--- config.mk ---
export PLATFORM = sky130hd
export DESIGN_NAME = instr_fetch_seq
export DESIGN_NICKNAME = d
export VERILOG_FILES = /design/src/rtl/instr_fetch_seq.sv
export SDC_FILE = /design/constraint.sdc
export NUM_CORES = 1
export LEC_CHECK = 0
export CORE_UTILIZATION = 40
export DETAILED_ROUTE_END_ITERATION = 8
export HOLD_SLACK_MARGIN = 0.03
export SLEW_MARGIN = 40
export SYNTH_ARGS = -nofsm -noshare
export SYNTH_HDL_FRONTEND = slang
export SYNTH_SLANG_ARGS = --single-unit
--- constraint.sdc ---
create_clock -name clk -period 4.2 [get_ports clk]
set_input_delay 0.63 -clock clk [delete_from_list [all_inputs] [get_ports clk]]
set_output_delay 0.63 -clock clk [all_outputs]
set_load 0.01 [all_outputs]
--- src/rtl/instr_fetch_seq.sv ---
// Instruction fetch sequencer: queues wavepool fetch requests and issues 32-bit reads, chaining a second read at PC+4 for 64-bit instructions.
// Define FETCH_LITERAL_EN to also treat SOP2/VOP2 words carrying a 32-bit literal as long.
module instr_fetch_seq #(
    parameter int FIFO_DEPTH = 4
) (
    input  logic        clk,
    input  logic        rst,
    input  logic        fetch_req_valid,
    input  logic [5:0]  fetch_req_wfid,
    input  logic [31:0] fetch_req_pc,
    output logic        fetch_req_ready,
    input  logic        flush_valid,
    input  logic [5:0]  flush_wfid,
    output logic        mem_rd_en,
    output logic [31:0] mem_addr,
    input  logic        mem_ack,
    input  logic [31:0] mem_data,
    output logic        col_valid,
    output logic [5:0]  col_wfid,
    output logic [31:0] col_instr,
    output logic [31:0] col_pc,
    output logic        col_long,
    output logic        col_squash
);

    localparam int PTR_W = $clog2(FIFO_DEPTH);
    localparam int CNT_W = PTR_W + 1;

    typedef enum logic [1:0] {IDLE, WAIT_LO, WAIT_HI} state_t;

    state_t            state, state_next;
    logic [FIFO_DEPTH-1:0] q_valid;
    logic [5:0]        q_wfid [FIFO_DEPTH];
    logic [31:0]       q_pc   [FIFO_DEPTH];
    logic [PTR_W-1:0]  wr_ptr, rd_ptr;
    logic [CNT_W-1:0]  count;
    logic [5:0]        cur_wfid;
    logic [31:0]       cur_pc;
    logic              kill;

    logic push, pop, issue, head_live, cur_hit, killed, data_long;
    logic        rd_en_d, col_valid_d, col_long_d, col_squash_d;
    logic [31:0] addr_d, col_instr_d, col_pc_d;
    logic [5:0]  col_wfid_d;

    function automatic logic is_long(input logic [31:0] w);
        logic hit;
        case (w[31:26])
            6'b110100, 6'b110110, 6'b111000,
            6'b111010, 6'b111100, 6'b111110: hit = 1'b1;
            default:                         hit = 1'b0;
        endcase
`ifdef FETCH_LITERAL_EN
        if ((w[31:30] == 2'b10 && w[7:0] == 8'hFF) || (!w[31] && w[8:0] == 9'h0FF))
            hit = 1'b1;
`endif
        return hit;
    endfunction

    assign fetch_req_ready = rst & (count != CNT_W'(FIFO_DEPTH));
    assign push      = fetch_req_valid & fetch_req_ready;
    // A flush landing in the same cycle as the pop already kills the head entry.
    assign head_live = q_valid[rd_ptr] & ~(flush_valid && flush_wfid == q_wfid[rd_ptr]);
    assign pop       = (state == IDLE) && (count != '0);
    assign issue     = pop & head_live;
    assign cur_hit   = flush_valid && (flush_wfid == cur_wfid);
    assign killed    = kill | cur_hit;
    assign data_long = is_long(mem_data);

    always_ff @(posedge clk) begin
        if (!rst) begin
            wr_ptr  <= '0;
            rd_ptr  <= '0;
            count   <= '0;
            q_valid <= '0;
        end else begin
            for (int i = 0; i < FIFO_DEPTH; i++)
                if (flush_valid && q_wfid[i] == flush_wfid)
                    q_valid[i] <= 1'b0;
            // Written after the flush loop so a same-cycle push of the flushed wfid survives.
            if (push) begin
                q_valid[wr_ptr] <= 1'b1;
                q_wfid[wr_ptr]  <= fetch_req_wfid;
                q_pc[wr_ptr]    <= fetch_req_pc;
                wr_ptr          <= wr_ptr + 1'b1;
            end
            if (pop)
                rd_ptr <= rd_ptr + 1'b1;
            count <= count + CNT_W'(push) - CNT_W'(pop);
        end
    end

    always_ff @(posedge clk) begin
        if (!rst) begin
            cur_wfid <= '0;
            cur_pc   <= '0;
            kill     <= 1'b0;
        end else if (issue) begin
            cur_wfid <= q_wfid[rd_ptr];
            cur_pc   <= q_pc[rd_ptr];
            kill     <= 1'b0;
        end else if (state != IDLE) begin
            if (mem_ack)
                kill <= 1'b0;
            else if (cur_hit)
                kill <= 1'b1;
        end
    end

    always_ff @(posedge clk) begin
        if (!rst) begin
            state      <= IDLE;
            mem_rd_en  <= 1'b0;
            mem_addr   <= '0;
            col_valid  <= 1'b0;
            col_wfid   <= '0;
            col_instr  <= '0;
            col_pc     <= '0;
            col_long   <= 1'b0;
            col_squash <= 1'b0;
        end else begin
            state      <= state_next;
            mem_rd_en  <= rd_en_d;
            mem_addr   <= addr_d;
            col_valid  <= col_valid_d;
            col_wfid   <= col_wfid_d;
            col_instr  <= col_instr_d;
            col_pc     <= col_pc_d;
            col_long   <= col_long_d;
            col_squash <= col_squash_d;
        end
    end

    always_comb begin
        state_next = state;
        case (state)
            IDLE:    if (issue)   state_next = WAIT_LO;
            WAIT_LO: if (mem_ack) state_next = (!killed && data_long) ? WAIT_HI : IDLE;
            WAIT_HI: if (mem_ack) state_next = IDLE;
            default:              state_next = IDLE;
        endcase
    end

    always_comb begin
        rd_en_d      = 1'b0;
        addr_d       = mem_addr;
        col_valid_d  = 1'b0;
        col_wfid_d   = col_wfid;
        col_instr_d  = col_instr;
        col_pc_d     = col_pc;
        col_long_d   = col_long;
        col_squash_d = col_squash;
        case (state)
            IDLE: begin
                if (issue) begin
                    rd_en_d = 1'b1;
                    addr_d  = q_pc[rd_ptr];
                end
            end
            WAIT_LO: begin
                if (mem_ack && !killed) begin
                    col_valid_d  = 1'b1;
                    col_wfid_d   = cur_wfid;
                    col_instr_d  = mem_data;
                    col_pc_d     = cur_pc;
                    col_long_d   = data_long;
                    col_squash_d = 1'b0;
                    if (data_long) begin
                        rd_en_d = 1'b1;
                        addr_d  = cur_pc + 32'd4;
                    end
                end
            end
            WAIT_HI: begin
                // The second half is always delivered so collate never sees a dangling long word.
                if (mem_ack) begin
                    col_valid_d  = 1'b1;
                    col_wfid_d   = cur_wfid;
                    col_instr_d  = mem_data;
                    col_pc_d     = cur_pc + 32'd4;
                    col_long_d   = 1'b0;
                    col_squash_d = killed;
                end
            end
            default: ;
        endcase
    end

endmodule

* After elaboration in Yosys (flattened, before gate mapping)
Memory sizes are Yosys's and may differ from the RTL's. A register that Yosys moved wholly into a read port is not among the register bits.
Index checks and enable logic that the tools add are counted.
** Storage, ports and cells
- Bits in writable memories :: 152
- Input bits :: 81
- Word-level logic and storage cells :: 131
- Bits in registers :: 158
- Memories kept :: 2
- Output and inout port bits :: 107
** Operators by class
- Magnitude comparators :: 3
- Equality and inequality tests :: 20
- Reduce and logical (&&, ||, !) cells :: 23
- Mux-type cells :: 54
- $add $sub $neg :: 5
- Bitwise operators :: 8
** Memories
- q_pc :: words 4, bits a word 32, rd ports 1, clocked after Yosys merged registers in 1, write ports 1, RTL line 34 : logic [31:0] q_pc [FIFO_DEPTH];
- q_wfid :: words 4, bits a word 6, rd ports 5, clocked after Yosys merged registers in 1, write ports 1, RTL line 33 : logic [5:0] q_wfid [FIFO_DEPTH];
** Operator list (number)
- $mux 32 :: 7
- $pmux 32 s2 :: 3
- $eq 6x6->1 :: 6
- $eq 6x6->1 const B :: 6
- $add 32x3->32 const B :: 1
- $mux 1 :: 25
- $mux 2 :: 8
- $mux 6 :: 2
- $pmux 6 s2 :: 1
- $logic_and 1x1->1 :: 10
- $ne 2x2->1 const B :: 5
- $pmux 1 s2 :: 4
- $reduce_bool 2->1 :: 4
- $lt 2x3->1 const B :: 2
- $pmux 2 s3 :: 1
- $reduce_and 3->1 :: 2
- $reduce_or 6->1 :: 1
- $add 2x1->2 const B :: 2
- $and 1x1->1 :: 4
- $mux 4 :: 1
- $or 4x4->4 :: 1
- $reduce_and 4->1 :: 1
- $add 3x1->3 :: 1
- $ne 3x3->1 const B :: 1
- other kinds (13) :: 14

* Depth between registers and ports, before layout
Gate-level depths: netlist (run 1).
- Depth in word-level cells :: 8
- Depth in mapped cells :: 12
- Depth with buffers taken out :: 10

* Least setup slack after synthesis (run 1)
No wires, ideal clock.
- Path type :: input-to-reg
- Start point :: in rst
- End point :: mem q_pc[0][0], enable pin
- Slack :: 1.397 ns
- Cell stages on the path :: 7
- Path buffers :: 2
- Arrival time :: 2.410 ns
- Required time :: 3.807 ns
- Library setup time :: 0.393 ns
- Path through :: clkbuf_1 -> inv_2 -> a21oi_1 -> and2_1 -> clkbuf_1 -> nand2_1 -> inv_1
** On the way
- Longest elaborated chain between the ends :: 5
** Ends and longest elaborated chain
- from (decl) :: RTL line 7 : input logic rst,
- $and 1x1->1 :: RTL line 60 : assign fetch_req_ready = rst & (count != CNT_W'(FIFO_DEPTH));
- net fetch_req_ready :: RTL line 11 : output logic fetch_req_ready,
- $and 1x1->1 :: RTL line 61 : assign push = fetch_req_valid & fetch_req_ready;
- $mux 1 :: RTL line 81 : if (push) begin
- $mux 1 :: RTL line 71 : if (!rst) begin
- $mux 1 (not written as such) :: RTL line 84 : q_pc[wr_ptr] <= fetch_req_pc;
- to (decl) :: RTL line 34
The timed path passes the listed nets, and every way through them passes these cells.

==> run_results.csv, run 1 <==
group,metric,value,unit
final_layout,antenna_cells,0,
global_routing,grt_remaining_overflow,0,
clock_network,ctsLongestPathBuffers,3,
clock_network,cts.sinks,312,
global_routing,grtUsageTotal,0.194,
worst_setup_path,path_delay_family,"buffers and inverters",
hold_path,hold_path_class,"flip-flop to flip-flop",
global_routing,grt_pass1_vias,9072,
final_layout,final_util,0.508,
logic_synthesis,synth_edf_count,152,
worst_setup_path,end_kind,"flip-flop",
die,start_util,0.407,
clock_network,cts_hold_buf,0,
logic_synthesis,dominantRegCellSynth,"dfxtp_1",
sta,finalSetupViolations,0,
sta,tightest_slew,0.724,ns
worst_setup_path,crit_path_max_incr_delay,0.48,ns
die,ioPinCount,188,
die,die_y,184,microns
worst_setup_path,arrival,3.40,ns
sta,fmaxAchievable,334,MHz
worst_setup_path,critPathRequiredTime,4.61,ns
drt,first_pass_iters,5,
drt,dr_total_vias,9174,
global_routing,grt_max_degree,89,
drt,drt_iter0_drc,587,
placed_design,place.gp.congestion,0.842,
worst_setup_path,worstSetupEndpoint,"mem_addr[31]",
logic_synthesis,synthCells,1168,
logic_synthesis,yosysSeqAreaShare,0.586,
power,p_leak,5.52,nW
job,max_cap_violations,0,
power,power_density,548,mW/mm^2
sta,fin_crit,2.99,ns
logic_synthesis,yosys_warnings,0,
worst_setup_path,worstSetupStartpointType,"flip-flop",
clock_network,numCtsBuffers,35,
logic_synthesis,synth_cell_type_count,54,
logic_synthesis,synth_top_cells_by_count,"nand2_1, dfxtp_1, edfxtp_1, a21oi_1, nor2_1",
power,vdd_drop_max,0.266,mV
clock_network,clk_latency,0.51,ns
global_routing,grt_first_pass_wirelength,51.0,mm
drt,drt.antenna.violating_nets,0,
sta,rsz0062_at_grt,"false",
sta,hold_violations,0,
final_layout,multiInputGateArea,0.00502,sq mm
sta,hold_ws,0.452,ns
logic_synthesis,synth-async-reset-ratio,0,
final_layout,fill_cells,2939,
worst_setup_path,rrSetupSlack,1.21,ns
worst_setup_path,crit_path_top_delay_cell,"buf_4",
outcome,status,"completed",
drt,avgViaCountPerCell,5.13,
placed_design,port_buffers,187,
clock_network,cts_resized,0,
worst_setup_path,path_common_cell,"buf_4",
worst_setup_path,path_class,"flip-flop to flip-flop",
worst_setup_path,path_max_fanout,33,
die,die_x,184,microns
sta,slew_headroom,0.510,
sta,setup_tns,0,ns
global_routing,antenna_found_initial,0,
final_layout,finalNetCount,1415,
logic_synthesis,synth.most_common_cell,"nand2_1",
worst_setup_path,worstPathCellList,"buf_4, mux4_2, xor2_2, nor4_4, or3_2, buf_4, o41ai_2",
worst_setup_path,rr_endpoint,"mem_addr[31]",
logic_synthesis,yosys.area.top_type,"edfxtp_1",
worst_setup_path,r2r_cells,7,
logic_synthesis,syn_area,0.0133,sq mm
logic_synthesis,synth_fp_nets,1260,
worst_setup_path,crit_buf_inv,2,
placed_design,dp_hpwl,21.8,mm
logic_synthesis,synth_area_leaders,"edfxtp_1, dfxtp_1, mux4_2",
worst_setup_path,cp.depth,7,
clock_network,root_buffer,"clkbuf_16",
drt,routed_wirelength,32.3,mm
final_layout,ff_latch_area,0.00777,sq mm
final_layout,drive_above_1_share,0.0980,
logic_synthesis,synth_top_area_frac,0.344,
clock_network,tritoncts,"built",
die,placementRows,66,
sta,post-route-period-util,0.712,
drt,drt_drc_violations_left,0,
clock_network,postCtsSetupBuffers,0,
final_layout,syn_to_final_growth,24.6,%
drt,drt-wirelength-per-cell,18.1,microns
clock_network,clk_transition_reported_paths,0.06,ns
logic_synthesis,synth-seq-cells,312,
logic_synthesis,avgSynthCellArea,11.3,sq um
die,dieArea,0.0339,sq mm
clock_network,h-tree-depth,2,
die,core,0.0325,sq mm
sta,skew,0.0229,ns
sta,drv_slew,0,
layout make-up:
class | instances | area share
clock inverter | 18 | 0.00833
clock buffer | 43 | 0.0573
inverter | 18 | 0.00424
sequential | 312 | 0.470
tap | 442 | 0.0335
multi-input combinational | 750 | 0.304
timing repair buffer | 206 | 0.122
sequential cells by signal, summed over array words and instances (netlist names), named ones only:
signal      cells
rd_ptr          2
col_wfid        6
cur_wfid        6
col_pc         32
cur_pc         32
q_wfid         24
col_long        1
mem_addr       32
col_valid       1
state           2
wr_ptr          2
q_pc          128
mem_rd_en       1
col_squash      1
count           3
col_instr      32
q_valid         4
kill            1
how the worst min path moves through the flow:
| stage | from | to | slack, ns | depth (start not counted) |
|---|---|---|---|---|
| after floorplan | q_valid[2] | q_valid[2] | 0.44 | 2 |
| after global placement | col_instr[27] | col_instr[27] | 0.44 | 2 |
| after detailed placement | col_instr[10] | col_instr[10] | 0.45 | 2 |
| after CTS | col_instr[10] | col_instr[10] | 0.45 | 2 |
| after global routing | col_instr[31] | col_instr[31] | 0.47 | 2 |
| final | col_instr[11] | col_instr[11] | 0.45 | 2 |
worst min-delay path, delay by kind of cell, from the launching register on:
kind             cells  cell delay (ns)
AO/OA/AOI/OAI        1             0.05
flip-flops           1             0.30
AND/OR/NAND/NOR      1             0.05
logic make-up (layout without fill, tap and decap cells):
group / after synthesis / count (layout) / synth area share
buffers and inverters: 106 / 285 / 0.0368
multiplexers: 71 / 71 / 0.0904
AO/OA/AOI/OAI: 191 / 191 / 0.0899
flip-flops: 312 / 312 / 0.586
XOR/XNOR: 91 / 91 / 0.0607
adder cells (fa/ha/maj): 11 / 11 / 0.0109
AND/OR/NAND/NOR: 386 / 386 / 0.125
routing by layer:
metal  part of all wire  vias to the layer above  global-route usage
met2               0.45                      256               0.307
met4              0.014                        0              0.0430
li1                   -                     4456                   -
met3              0.063                       33              0.0341
met1               0.47                     4429               0.276
met5                  0                        -                   0
power by group:
group          internal (mW)  switching (mW)
clock network           1.67            1.19
logic                   1.11            1.24
registers               3.55           0.276
total                   6.33            2.71
metrics by stage:
step	cell area, sq um	instances	setup slack, ns	power, mW
floorplan	13300	1168	1.40	5.36
global placement	15400	1728	0.801	6.24
detailed placement	15400	1728	0.717	6.27
CTS	16500	1789	1.14	9.16
global route	16500	1789	1.01	9.53
finish	16500	1789	1.21	9.05
cells in the final DEF (no fill, tap or decap), drive strengths merged, types with 15 or more instances in the layout:
cell type and instances:
xnor2 45, mux2i 32, nor3 15, dfxtp 160, edfxtp 152, mux4 39
a211oi 24, inv 21, nand2 232, clkdlybuf4s50 186, nor2 71, xor2 46
a21oi 95, o211ai 15, nand4 17, o21ai 28, nand3 16, clkbuf 43
buf 20
Note: power is estimated with default switching activity, not from simulation.
==> run 2, diff against run 1 <==
==> constraint.sdc (replaced) <==
create_clock -name clk -period 2.5 [get_ports clk]
set_input_delay 0.375 -clock clk [delete_from_list [all_inputs] [get_ports clk]]
set_output_delay 0.375 -clock clk [all_outputs]
set_load 0.01 [all_outputs]
==> run_results.csv, run 2 (synthesis gave the netlist of run 1 again) <==
group,metric,value,unit
sta,slew_headroom,0.572,
clock_network,clk_latency,0.52,ns
global_routing,grt_remaining_overflow,0,
worst_setup_path,critPathRequiredTime,2.93,ns
clock_network,clk_transition_reported_paths,0.06,ns
sta,hold_ws,0.419,ns
sta,setup_tns,0,ns
final_layout,ff_latch_area,0.00777,sq mm
final_layout,syn_to_final_growth,30.1,%
final_layout,final_cell_mix,"nand2_1, clkdlybuf4s50_1, dfxtp_1, edfxtp_1, a21oi_1",
final_layout,multiInputGateArea,0.00508,sq mm
final_layout,finalNetCount,1474,
die,core,0.0325,sq mm
sta,fin_crit,2.43,ns
clock_network,root_buffer,"clkbuf_16",
outcome,status,"completed",
die,start_util,0.407,
clock_network,tritoncts,"built",
placed_design,port_buffers,187,
drt,drt.antenna.violating_nets,0,
drt,avgViaCountPerCell,5.13,
die,ioPinCount,188,
worst_setup_path,worstSetupStartpointType,"flip-flop",
worst_setup_path,path_common_cell,"buf_6",
worst_setup_path,crit_path_top_delay_cell,"mux4_2",
worst_setup_path,worstSetupEndpoint,"cur_pc[6]",
drt,drt-wirelength-per-cell,18.3,microns
drt,drt_iter0_drc,488,
clock_network,h-tree-depth,2,
worst_setup_path,arrival,2.86,ns
worst_setup_path,rrSetupSlack,0.07,ns
clock_network,ctsLongestPathBuffers,3,
drt,drt_drc_violations_left,0,
final_layout,regMostFlops,"q_pc",
global_routing,grt_pass1_vias,9328,
sta,fmaxAchievable,411,MHz
drt,dr_total_vias,9491,
sta,rsz0062_at_grt,"true",
worst_setup_path,path_max_fanout,8,
global_routing,antenna_found_initial,0,
clock_network,numCtsBuffers,35,
die,die_x,184,microns
final_layout,finalNonFillerCells,1851,
final_layout,final_common_cell,"nand2_1",
die,dieArea,0.0339,sq mm
worst_setup_path,path_delay_family,"buffers and inverters",
final_layout,largest_reg_flops,128,
final_layout,drive_above_1_share,0.142,
sta,tightest_slew,0.643,ns
power,vdd_drop_max,0.412,mV
sta,drv_slew,0,
worst_setup_path,worstPathCellList,"buf_12, mux4_2, xnor2_2, o211ai_4, buf_6, o31ai_4, buf_6, buf_8, nand2_1, a21oi_1",
power,total_power,15.9,mW
clock_network,cts_hold_buf,0,
worst_setup_path,crit_path_max_incr_delay,0.54,ns
placed_design,dp_hpwl,23.4,mm
global_routing,grtUsageTotal,0.198,
die,placementRows,66,
power,power_density,923,mW/mm^2
placed_design,place.gp.congestion,0.921,
sta,post-route-period-util,0.973,
worst_setup_path,r2r_cells,10,
global_routing,grt_first_pass_wirelength,52.2,mm
sta,finalSetupViolations,0,
clock_network,cts.sinks,312,
job,max_cap_violations,0,
worst_setup_path,rr_endpoint,"cur_pc[6]",
worst_setup_path,end_kind,"flip-flop",
final_layout,fill_cells,2878,
worst_setup_path,cp.depth,10,
sta,hold_violations,0,
placed_design,dp_cells,1779,
sta,skew,0.0161,ns
drt,routed_wirelength,33.9,mm
global_routing,grt_max_degree,134,
hold_path,hold_path_class,"input pin to flip-flop",
power,p_leak,5.89,nW
final_layout,antenna_cells,0,
worst_setup_path,crit_buf_inv,4,
worst_setup_path,path_class,"flip-flop to flip-flop",
drt,first_pass_iters,5,
die,die_y,184,microns
[run 2: changes by cell type in the layout (fill, tap and decap cells not counted), moves of 4 or more]
cell	previous run	this run
buf_12	0	10
buf_4	18	61
buf_6	1	5
clkinvlp_4	2	6
inv_1	16	12
[run 2: worst min path at each step]
stage	depth (start not counted)	from	endpoint	slack (ns)
final	3	mem_data[6]	col_instr[6]	0.42
after global routing	3	mem_data[3]	col_instr[3]	0.41
after detailed placement	2	col_instr[6]	col_instr[6]	0.45
after CTS	3	mem_data[6]	col_instr[6]	0.40
after global placement	2	col_instr[5]	col_instr[5]	0.44
after floorplan	2	q_valid[2]	q_valid[2]	0.44
[run 2: worst register-to-register path: stages (launching register included)]
cell and delay (ns):
dfxtp_4 0.39, buf_12 0.12, mux4_2 0.54, xnor2_2 0.24
o211ai_4 0.11, buf_6 0.13, o31ai_4 0.28, buf_6 0.18
buf_8 0.14, nand2_1 0.06, a21oi_1 0.15
[run 2: where the power goes]
group | internal [mW] | total, mW | switching, mW
clock | 3.05 | 5.08 | 2.03
sequential | 5.96 | 6.35 | 0.383
combinational | 2.21 | 4.50 | 2.28
total | 11.2 | 15.9 | 4.70
[run 2: timing repair]
item / in CTS / in global routing
pin swaps: 0 / 10
gates cloned: 0 / 3
endpoints found under the hold margin: 0 / 0
resized for setup: 3 / 12
buffers inserted: 0 / 5
endpoints found under the setup margin: 60 / 35
[run 2: metrics by stage]
step / utilization / instance area [sq um] / setup slack, ns
3_5_place_dp: 0.490 / 15900 / -0.222
5_1_grt: 0.530 / 17300 / -0.0175
3_3_place_gp: 0.490 / 15900 / -0.197
4_1_cts: 0.526 / 17100 / 0.0377
2_1_floorplan: - / 13300 / 0.0788
6_report: 0.530 / 17300 / 0.0665
[run 2: layout make-up]
class / instances / area share
Clock buffer: 47 / 0.0563
Clock inverter: 17 / 0.0101
Inverter: 18 / 0.00493
Multi-Input combinational cell: 750 / 0.294
Sequential cell: 312 / 0.450
Tap cell: 442 / 0.0321
Timing Repair Buffer: 265 / 0.152
[run 2: metal layers]
metal	global-route usage	up-vias	part of all wire
met3	0.0432	54	0.072
li1	-	4594	-
met4	0.0540	0	0.020
met5	0	-	0
met2	0.324	319	0.47
met1	0.265	4524	0.44
==> run 3, diff against run 2 <==
--- a/config.mk
+++ b/config.mk
@@ -6,6 +6,7 @@
 export NUM_CORES = 1
 export LEC_CHECK = 0
 export CORE_UTILIZATION = 40
+export CTS_CLUSTER_SIZE = 25
 export DETAILED_ROUTE_END_ITERATION = 8
 export HOLD_SLACK_MARGIN = 0.03
 export SLEW_MARGIN = 40
==> results of run 3 <==
Same layout as run 2: the final DEF is identical, and so are final timing and power.
